[src/rtl/seq_divider_pkg.sv]
// -----------------------------------------------------------------------------
// seq_divider_pkg
//   Shared types and sizing helpers for the sequential signed divider.
//   - state_t      : FSM state encoding (IDLE, PREP, ITER, FIX, DONE)
//   - STATE_W      : width of the state encoding
//   - iter_cnt_w() : width of the ITER step counter for an N-bit divider
//   - ITER_CNT_W   : counter width for the default 64-bit build
// -----------------------------------------------------------------------------
package seq_divider_pkg;

  localparam int STATE_W = 3;

  typedef enum logic [STATE_W-1:0] {
    IDLE = 3'd0,
    PREP = 3'd1,
    ITER = 3'd2,
    FIX  = 3'd3,
    DONE = 3'd4
  } state_t;

  // Counter must hold values up to N, hence $clog2(N+1).
  function automatic int iter_cnt_w(input int n);
    return $clog2(n + 1);
  endfunction

  localparam int ITER_CNT_W = iter_cnt_w(64);

endpackage

[src/rtl/seq_signed_divider.sv]
// -----------------------------------------------------------------------------
// seq_signed_divider
//   Multi-cycle two's-complement signed divider (restoring, one quotient bit
//   per cycle). Truncates toward zero; the remainder takes the dividend's sign.
//   Latency from the accepting edge to done is N+2 edges:
//     PREP (1) -> ITER (N) -> FIX (1) -> DONE.
//
//   Optional build macro: DIV_ZERO_CHECK_EN
//     When defined, a zero divisor is caught in PREP, ITER is skipped and the
//     result (quotient = all ones, remainder = dividend, dbz = 1) is ready two
//     edges after acceptance. When undefined, dbz is constantly 0 and a zero
//     divisor runs the normal iteration with don't-care results.
//
// Ports
//   clk        : clock, rising edge
//   rst        : asynchronous, active-high reset
//   start      : begin a division (only honoured while busy = 0)
//   dividend   : signed N-bit dividend, captured on the accepting edge
//   divisor    : signed N-bit divisor, captured on the accepting edge
//   busy       : high in PREP, ITER and FIX
//   done       : one-cycle pulse, results valid
//   quotient   : signed N-bit quotient (held until the next result)
//   remainder  : signed N-bit remainder (held until the next result)
//   ovf        : MIN / -1 overflow flag
//   dbz        : divide-by-zero flag
// -----------------------------------------------------------------------------
module seq_signed_divider
  import seq_divider_pkg::*;
#(
  parameter int N = 64
) (
  input  logic                clk,
  input  logic                rst,
  input  logic                start,
  input  logic signed [N-1:0] dividend,
  input  logic signed [N-1:0] divisor,
  output logic                busy,
  output logic                done,
  output logic signed [N-1:0] quotient,
  output logic signed [N-1:0] remainder,
  output logic                ovf,
  output logic                dbz
);

  localparam int               CNT_W = iter_cnt_w(N);
  localparam logic [CNT_W-1:0] LAST  = CNT_W'(N - 1);
  localparam logic [N-1:0]     ONE   = {{(N-1){1'b0}}, 1'b1};
  localparam logic [N-1:0]     MINV  = {1'b1, {(N-1){1'b0}}};

  // Magnitude as an unsigned N-bit value; MIN maps to 2^(N-1) without loss.
  function automatic logic [N-1:0] mag(input logic signed [N-1:0] v);
    logic [N-1:0] u;
    u = v;
    return v[N-1] ? (~u + ONE) : u;
  endfunction

  // Conditional two's-complement negation of an unsigned magnitude.
  function automatic logic [N-1:0] cond_neg(input logic [N-1:0] v,
                                            input logic       neg);
    return neg ? (~v + ONE) : v;
  endfunction

  state_t state, state_n;
  logic   accept;
  logic   zdiv;

  logic signed [N-1:0] a_r, b_r;
  logic                a_neg, b_neg;
  logic [N-1:0]        q_sh;
  logic [N-1:0]        rem_r;
  logic [N-1:0]        b_mag;
  logic [CNT_W-1:0]    cnt;

  logic [N:0]          pr_sh;
  logic [N:0]          pr_diff;

  logic [N-1:0]        q_fix, r_fix;
  logic                ovf_fix, dbz_fix;

`ifdef DIV_ZERO_CHECK_EN
  assign zdiv = (b_r == '0);
`else
  assign zdiv = 1'b0;
`endif

  always_ff @(posedge clk or posedge rst) begin
    if (rst) state <= IDLE;
    else     state <= state_n;
  end

  always_comb begin
    state_n = state;
    accept  = 1'b0;
    busy    = 1'b0;
    done    = 1'b0;
    case (state)
      IDLE: begin
        if (start) begin
          state_n = PREP;
          accept  = 1'b1;
        end
      end
      PREP: begin
        busy    = 1'b1;
        state_n = zdiv ? FIX : ITER;
      end
      ITER: begin
        busy = 1'b1;
        if (cnt == LAST) state_n = FIX;
      end
      FIX: begin
        busy    = 1'b1;
        state_n = DONE;
      end
      DONE: begin
        done = 1'b1;
        if (start) begin
          state_n = PREP;
          accept  = 1'b1;
        end else begin
          state_n = IDLE;
        end
      end
      default: state_n = IDLE;
    endcase
  end

  // (N+1)-bit working partial remainder: shift in the next dividend bit and
  // trial-subtract; the top bit of the difference is the borrow.
  always_comb begin
    pr_sh   = {rem_r, q_sh[N-1]};
    pr_diff = pr_sh - {1'b0, b_mag};
  end

  // ---- capture -> PREP (magnitudes) -> ITER (restoring steps) ----
  always_ff @(posedge clk) begin
    if (accept) begin
      a_r   <= dividend;
      b_r   <= divisor;
      a_neg <= dividend[N-1];
      b_neg <= divisor[N-1];
    end
    case (state)
      PREP: begin
        q_sh  <= mag(a_r);
        b_mag <= mag(b_r);
        rem_r <= '0;
        cnt   <= '0;
      end
      ITER: begin
        cnt <= cnt + 1'b1;
        if (!pr_diff[N]) begin
          rem_r <= pr_diff[N-1:0];
          q_sh  <= {q_sh[N-2:0], 1'b1};
        end else begin
          rem_r <= pr_sh[N-1:0];
          q_sh  <= {q_sh[N-2:0], 1'b0};
        end
      end
      default: ;
    endcase
  end

  // ---- FIX: sign correction and special cases ----
  always_comb begin
    q_fix   = cond_neg(q_sh, a_neg ^ b_neg);
    r_fix   = cond_neg(rem_r, a_neg);
    // MIN / -1: magnitude 2^(N-1) with positive sign wraps back to MIN.
    ovf_fix = (a_r == MINV) && (b_r == '1);
    dbz_fix = 1'b0;
`ifdef DIV_ZERO_CHECK_EN
    if (zdiv) begin
      q_fix   = '1;
      r_fix   = a_r;
      ovf_fix = 1'b0;
      dbz_fix = 1'b1;
    end
`endif
  end

  // ---- FIX -> DONE: results registered, held until the next result ----
  always_ff @(posedge clk or posedge rst) begin
    if (rst) begin
      quotient  <= '0;
      remainder <= '0;
      ovf       <= 1'b0;
      dbz       <= 1'b0;
    end else if (state == FIX) begin
      quotient  <= q_fix;
      remainder <= r_fix;
      ovf       <= ovf_fix;
      dbz       <= dbz_fix;
    end
  end

endmodule

[config.mk]
export PLATFORM = sky130hd
export DESIGN_NAME = seq_signed_divider
export DESIGN_NICKNAME = d
export VERILOG_FILES = /design/src/rtl/seq_divider_pkg.sv /design/src/rtl/seq_signed_divider.sv
export SDC_FILE = /design/constraint.sdc
export NUM_CORES = 1
export LEC_CHECK = 0
export CORE_MARGIN = 5
export CORE_UTILIZATION = 45
export CTS_BUF_LIST = sky130_fd_sc_hd__clkbuf_4 sky130_fd_sc_hd__clkbuf_8
export CTS_CLUSTER_DIAMETER = 80
export DETAILED_ROUTE_END_ITERATION = 8
export HOLD_SLACK_MARGIN = 0.15
export PLACE_DENSITY = 0.66
export SYNTH_ARGS = -nofsm -noshare
export SYNTH_HDL_FRONTEND = slang
export SYNTH_SLANG_ARGS = --single-unit
[constraint.sdc]
create_clock -name clk -period 18.9 [get_ports clk]
set_input_delay 3.78 -clock clk [delete_from_list [all_inputs] [get_ports clk]]
set_output_delay 3.78 -clock clk [all_outputs]
set_load 0.01 [all_outputs]
## Word level (Yosys, flattened, before mapping)

Index checks and enable logic that the tools add are counted.

| cells by class | value |
|---|---|
| $add $sub $neg | 6 |
| $mul | 0 |
| divide/modulo/power cells | 0 |
| order comparisons | 0 |
| equality and inequality tests | 9 |
| shift operators | 0 |
| mux-type cells | 17 |
| bitwise operators | 5 |
| reduce and logical (&&, ||, !) cells | 6 |

Operators with widths:

| cell | count |
|---|---|
| $add A64 B1 Y64 const B | 4 |
| $mux W64 | 4 |
| $not A64 Y64 | 4 |
| $pmux W64 S2 | 2 |
| $eq A64 B64 Y1 const B | 2 |
| $sub A65 B64 Y65 | 1 |
| $mux W63 | 1 |
| $pmux W3 S5 | 1 |
| $pmux W7 S2 | 1 |
| $add A7 B1 Y7 const B | 1 |
| $eq A7 B6 Y1 const B | 1 |
| $eq A3 B2 Y1 const B | 2 |
| $mux W1 | 6 |
| $mux W3 | 2 |
| $ne A2 B2 Y1 const B | 2 |
| $eq A3 B1 Y1 const B | 1 |
| $eq A3 B3 Y1 const B | 1 |
| $logic_not A3 Y1 | 1 |
| $reduce_or A3 Y1 | 1 |
| $reduce_and A2 Y1 | 1 |
| $reduce_bool A2 Y1 | 1 |
| $reduce_or A2 Y1 | 1 |
| $logic_and A1 B1 Y1 | 1 |
| $xor A1 B1 Y1 | 1 |

| word-level totals | value |
|---|---|
| flip-flop bits (word level) | 461 |
| latch bits | 0 |
| bits in writable memories | 0 |
| memory bits (read-only) | 0 |
| output and inout port bits | 132 |
| logic and storage cells | 56 |
| memories | 0 |

## Depth between registers and ports, before layout

| depth | value |
|---|---|
| depth in word-level cells | 4 |
| depth in mapped cells | 16 |

## Worst setup path after synthesis

Ideal clock, no wire load.

| path | value |
|---|---|
| path type | register to register |
| from | reg state[1] |
| to | reg cnt[0], enable pin |
| library setup time | 437 ps |
| arrival time | 7,312 ps |
| required time | 18,463 ps |
| setup slack | 11,151 ps |
| cell stages (with the launch flop) | 3 |
| buffers on the path | 0 |
| clock period less this slack | 7,749 ps |
| cell sequence | dfrtp_1 nor3b_1 or2_2 |

| on the way | value |
|---|---|
| cells in the longest elaborated chain, start to end | 2 |
| elaborated cells on any way between the ends | 3 |
| those cells by class | eq/ne (2); reduce/logical (1) |

RTL lines:

| element | line | RTL |
|---|---|---|
| start, declared | seq_signed_divider.sv:63 | `state_t state, state_n;` |
| start signal, assigned | seq_signed_divider.sv:88 | `else state <= state_n;` |
| $eq A3 B2 Y1 / $eq A3 B1 Y1 (equally long branches) | seq_signed_divider.sv:143 | `case (state)` |
| $reduce_bool A2 Y1 (no line) (*) | n/a |  |
| end signal, assigned | seq_signed_divider.sv:151 | `cnt <= cnt + 1'b1;` |
| end, declared | seq_signed_divider.sv:72 | `logic [CNT_W-1:0] cnt;` |

Mark *: on every way between the ends. The rest lies on a longest branch, timed or not.
A chain may end at the register's enable or synchronous reset.

## Worst setup path in the final report

| path | value |
|---|---|
| from | reg state[0] |
| to | out done |

| on the way | value |
|---|---|
| cells in the longest elaborated chain, start to end | 2 |

RTL lines:

| element | line | RTL |
|---|---|---|
| $eq A3 B3 Y1 | seq_signed_divider.sv:96 | `case (state)` |
| $mux W1 | seq_signed_divider.sv:96 |  |
| end, declared | seq_signed_divider.sv:38 | `output logic done,` |

No other way between the ends.

==> summary.md <==
| Metric | Value |
|---|---|
| Postcts setup bufs | `0` |
| Initial Util | `45.3%` |
| Synth top area cells | `edfxtp_1, dfrtp_1, nand2_1` |
| Resized Gates After CTS | `0` |
| Final period demand of the worst path | `5.71 ns` |
| Synth Area in XOR/XNOR | `10.5%` |
| TritonCTS clock tree | `yes` |
| Area Growth Syn to Fin | `20.1%` |
| DP HPWL | `51300 um` |
| Detailed Route Iter0 Violations | `1433` |
| Synth unique cells | `67` |
| Max-cap viol count | `0` |
| Syn Area/Cell | `9.97 sq um` |
| Fmax | `175 MHz` |
| Worst EP arrival | `1.93 ns` |
| RSZ-0062 raised after global routing | `no` |
| Static Leak | `11.7 nW` |
| Longest Clk Path Bufs | `3` |
| Chip height | `248 um` |
| Synth warnings | `0` |
| Synthesized flop and latch total | `459` |
| Congestion Overflow GR | `0` |
| Mapped cell area | `0.0255 sq mm` |
| Outcome | `completed` |
| DP Worst Slack | `12.85 ns` |
| Initial antenna violation count | `4` |
| Slew @ Worst Pin | `1.09 ns` |
| Die W | `248 um` |
| Sequential cell area fraction in the yosys report | `51.5%` |
| Yosys top cell area share | `38.5%` |
| Initial DRT Pass Iterations | `6` |
| Final hold viol count | `0` |
| Placed cell count | `3473` |
| CORE AREA | `0.0563 sq mm` |
| Fin worst setup slack | `13.19 ns` |
| Worst IR Drop VDD | `0.0000513 V` |
| Max Transition Viols Final | `0` |
| Crit end category | `primary output` |
| Share of cells above drive strength 1 | `6.73%` |
| Count leader, synth | `nand2_1` |
| Root Buffer | `clkbuf_8` |
| Number of global-route vias before repair | `19200` |
| Nets | `3002` |
| Worst hold path class | `flip-flop to flip-flop` |
| IO buf count | `261` |
| # IOs | `263` |
| Post-synth EDFFs | `327` |
| Most used DFF post-synth | `edfxtp_1` |
| Routed Antenna Nets | `0` |
| Largest net degree at the start of global routing | `125` |
| Adder-Cell Fraction of Synth Area | `3.52%` |
| First-pass GRT wire length | `105000 um` |
| Period utilization | `30.2%` |
| Setup TNS | `0 ns` |
| GP Congestion | `0.889` |
| Req. time, crit path | `15.12 ns` |
| FP Rows | `87` |
| Critical path class | `flip-flop to primary output` |
| Die Area | `0.0615 sq mm` |
| DR WL/cell | `18.8 um` |
| DR vias | `19800` |
| Largest area contributor in the netlist | `edfxtp_1` |
| Routed WL | `68200 um` |
| Pwr/cell area | `69.2 mW/mm^2` |
| DRC | `0` |
| Clock sink total | `459` |
| Largest family of logic cells by synthesized area | `compound AO/OA/AOI/OAI gates` |
| Setup Skew | `0.0493 ns` |
| Worst-Skew Late Latency | `0.68 ns` |
| H-tree depth | `3` |
| Mux share of post-synthesis cell area | `0.0786%` |
| Post-Syn Instances | `2555` |
| Cell Count, Final, Fillers Out | `3626` |
| Slew Limit Headroom | `27.3%` |
| Ys async rst share | `28.8%` |
| Critical Path Source Type | `flip-flop` |
| TritonCTS Buffers | `81` |
| Post-synthesis simple-gate area fraction | `15.3%` |
| # setup viols final | `0` |
| Crit path max fanout | `5` |
| Complex-gate fraction of the synthesized area | `16.0%` |
| Hold_buf cts | `0` |
| GRT Total Usage | `21.8%` |
| Commonest cells in the netlist | `nand2_1, edfxtp_1, o21ai_0, xor2_1, a21oi_1` |
| Syn Nets | `2757` |
| Routed vias/inst | `5.46` |
| Clock slew at reported path FFs | `0.06 ns` |
kinds of logic after synthesis:
group / count (synthesis)
compound gates: 687
xor+xnor: 306
fa+ha+maj: 71
buf+inv: 210
flops: 459
mux: 2
other cells: 1
simple gates: 819
cell type report:
class                      instances  area, sq um
clock inverter                    30          337
sequential                       459        13100
fill                            5023        25700
timing repair buffer             279         2750
multi-input combinational       1886        11600
inverter                          93          359
antenna                            4         10.0
tap                              756          946
clock buffer                     119         1480
per-layer routing:
metal | wire length, um | vias to the layer above | global-route usage [%]
met2 | 31000 | 635 | 34.7
met1 | 30200 | 9304 | 29.9
met5 | 14 | - | 0
met3 | 4670 | 122 | 3.94
li1 | - | 9747 | -
met4 | 2320 | 4 | 8.40
stage by stage:
stage               utilization, %  cell area (sq um)  hold slack, ns  total power [W]
floorplan                        -              25500           0.456          0.00110
global placement              51.1              28800           0.452          0.00113
detailed placement            51.2              28800           0.469          0.00113
CTS                           54.4              30600           0.481          0.00214
global route                  54.4              30600           0.493          0.00220
finish                        54.4              30600           0.474          0.00212
placed cells by master (no fill, tap or decap), types with 11 or more instances in the layout:
| cell type | instances |
|---|---|
| o41ai_1 | 28 |
| nor4_1 | 22 |
| o21bai_1 | 12 |
| ha_1 | 70 |
| a21oi_1 | 173 |
| buf_4 | 18 |
| nand2b_1 | 28 |
| clkdlybuf4s50_1 | 261 |
| and2_1 | 11 |
| o21ai_0 | 304 |
| or2_2 | 11 |
| nand4_1 | 37 |
| clkbuf_4 | 26 |
| dfrtp_1 | 132 |
| clkbuf_8 | 93 |
| nand3_1 | 29 |
| inv_1 | 91 |
| and3_1 | 14 |
| nand2_1 | 425 |
| xnor2_1 | 129 |
| or3_1 | 40 |
| or4_1 | 41 |
| a21o_1 | 22 |
| nor3_1 | 37 |
| xor2_1 | 175 |
| a211oi_1 | 12 |
| nor2_1 | 84 |
| o31ai_1 | 60 |
| o21a_1 | 15 |
| edfxtp_1 | 327 |
where the power goes:
| group | switching, W | internal (W) |
|---|---|---|
| clock | 0.000421 | 0.000589 |
| sequential | 0 | 0.00107 |
| combinational | 0.0000122 | 0.0000235 |
| total | 0.000433 | 0.00169 |
worst max-delay path: stages, from the launching register on:
cell	delay [ns]
dfrtp_1	0.41
nor2_1	0.19
and2_1	0.16
clkdlybuf4s50_1	0.54
final timing paths:
check / startpoint / endpoint / slack [ns] / cells past startpoint
max reg2reg: q_sh[63]$_DFFE_PP_ / rem_r[58]$_SDFFCE_PN0P_ / 14.16 / 14
min in group asynchronous: rst / quotient[55]$_DFFE_PP0P_ / 3.56 / 2
max in group asynchronous: rst / remainder[10]$_DFFE_PP0P_ / 13.97 / 3
max: state[0]$_DFFE_PP0P_ / done / 13.19 / 3
min reg2reg: remainder[38]$_DFFE_PP0P_ / remainder[38]$_DFFE_PP0P_ / 0.47 / 2
min: remainder[38]$_DFFE_PP0P_ / remainder[38]$_DFFE_PP0P_ / 0.47 / 2
state kept, by name (all words and copies together), names as in the netlist:
register and count:
state 3, rem_r 64, b_r 64, q_sh 64, a_r 64, b_mag 64, quotient 64, cnt 7
remainder 64, ovf 1
(Power assumes the default switching activity.)
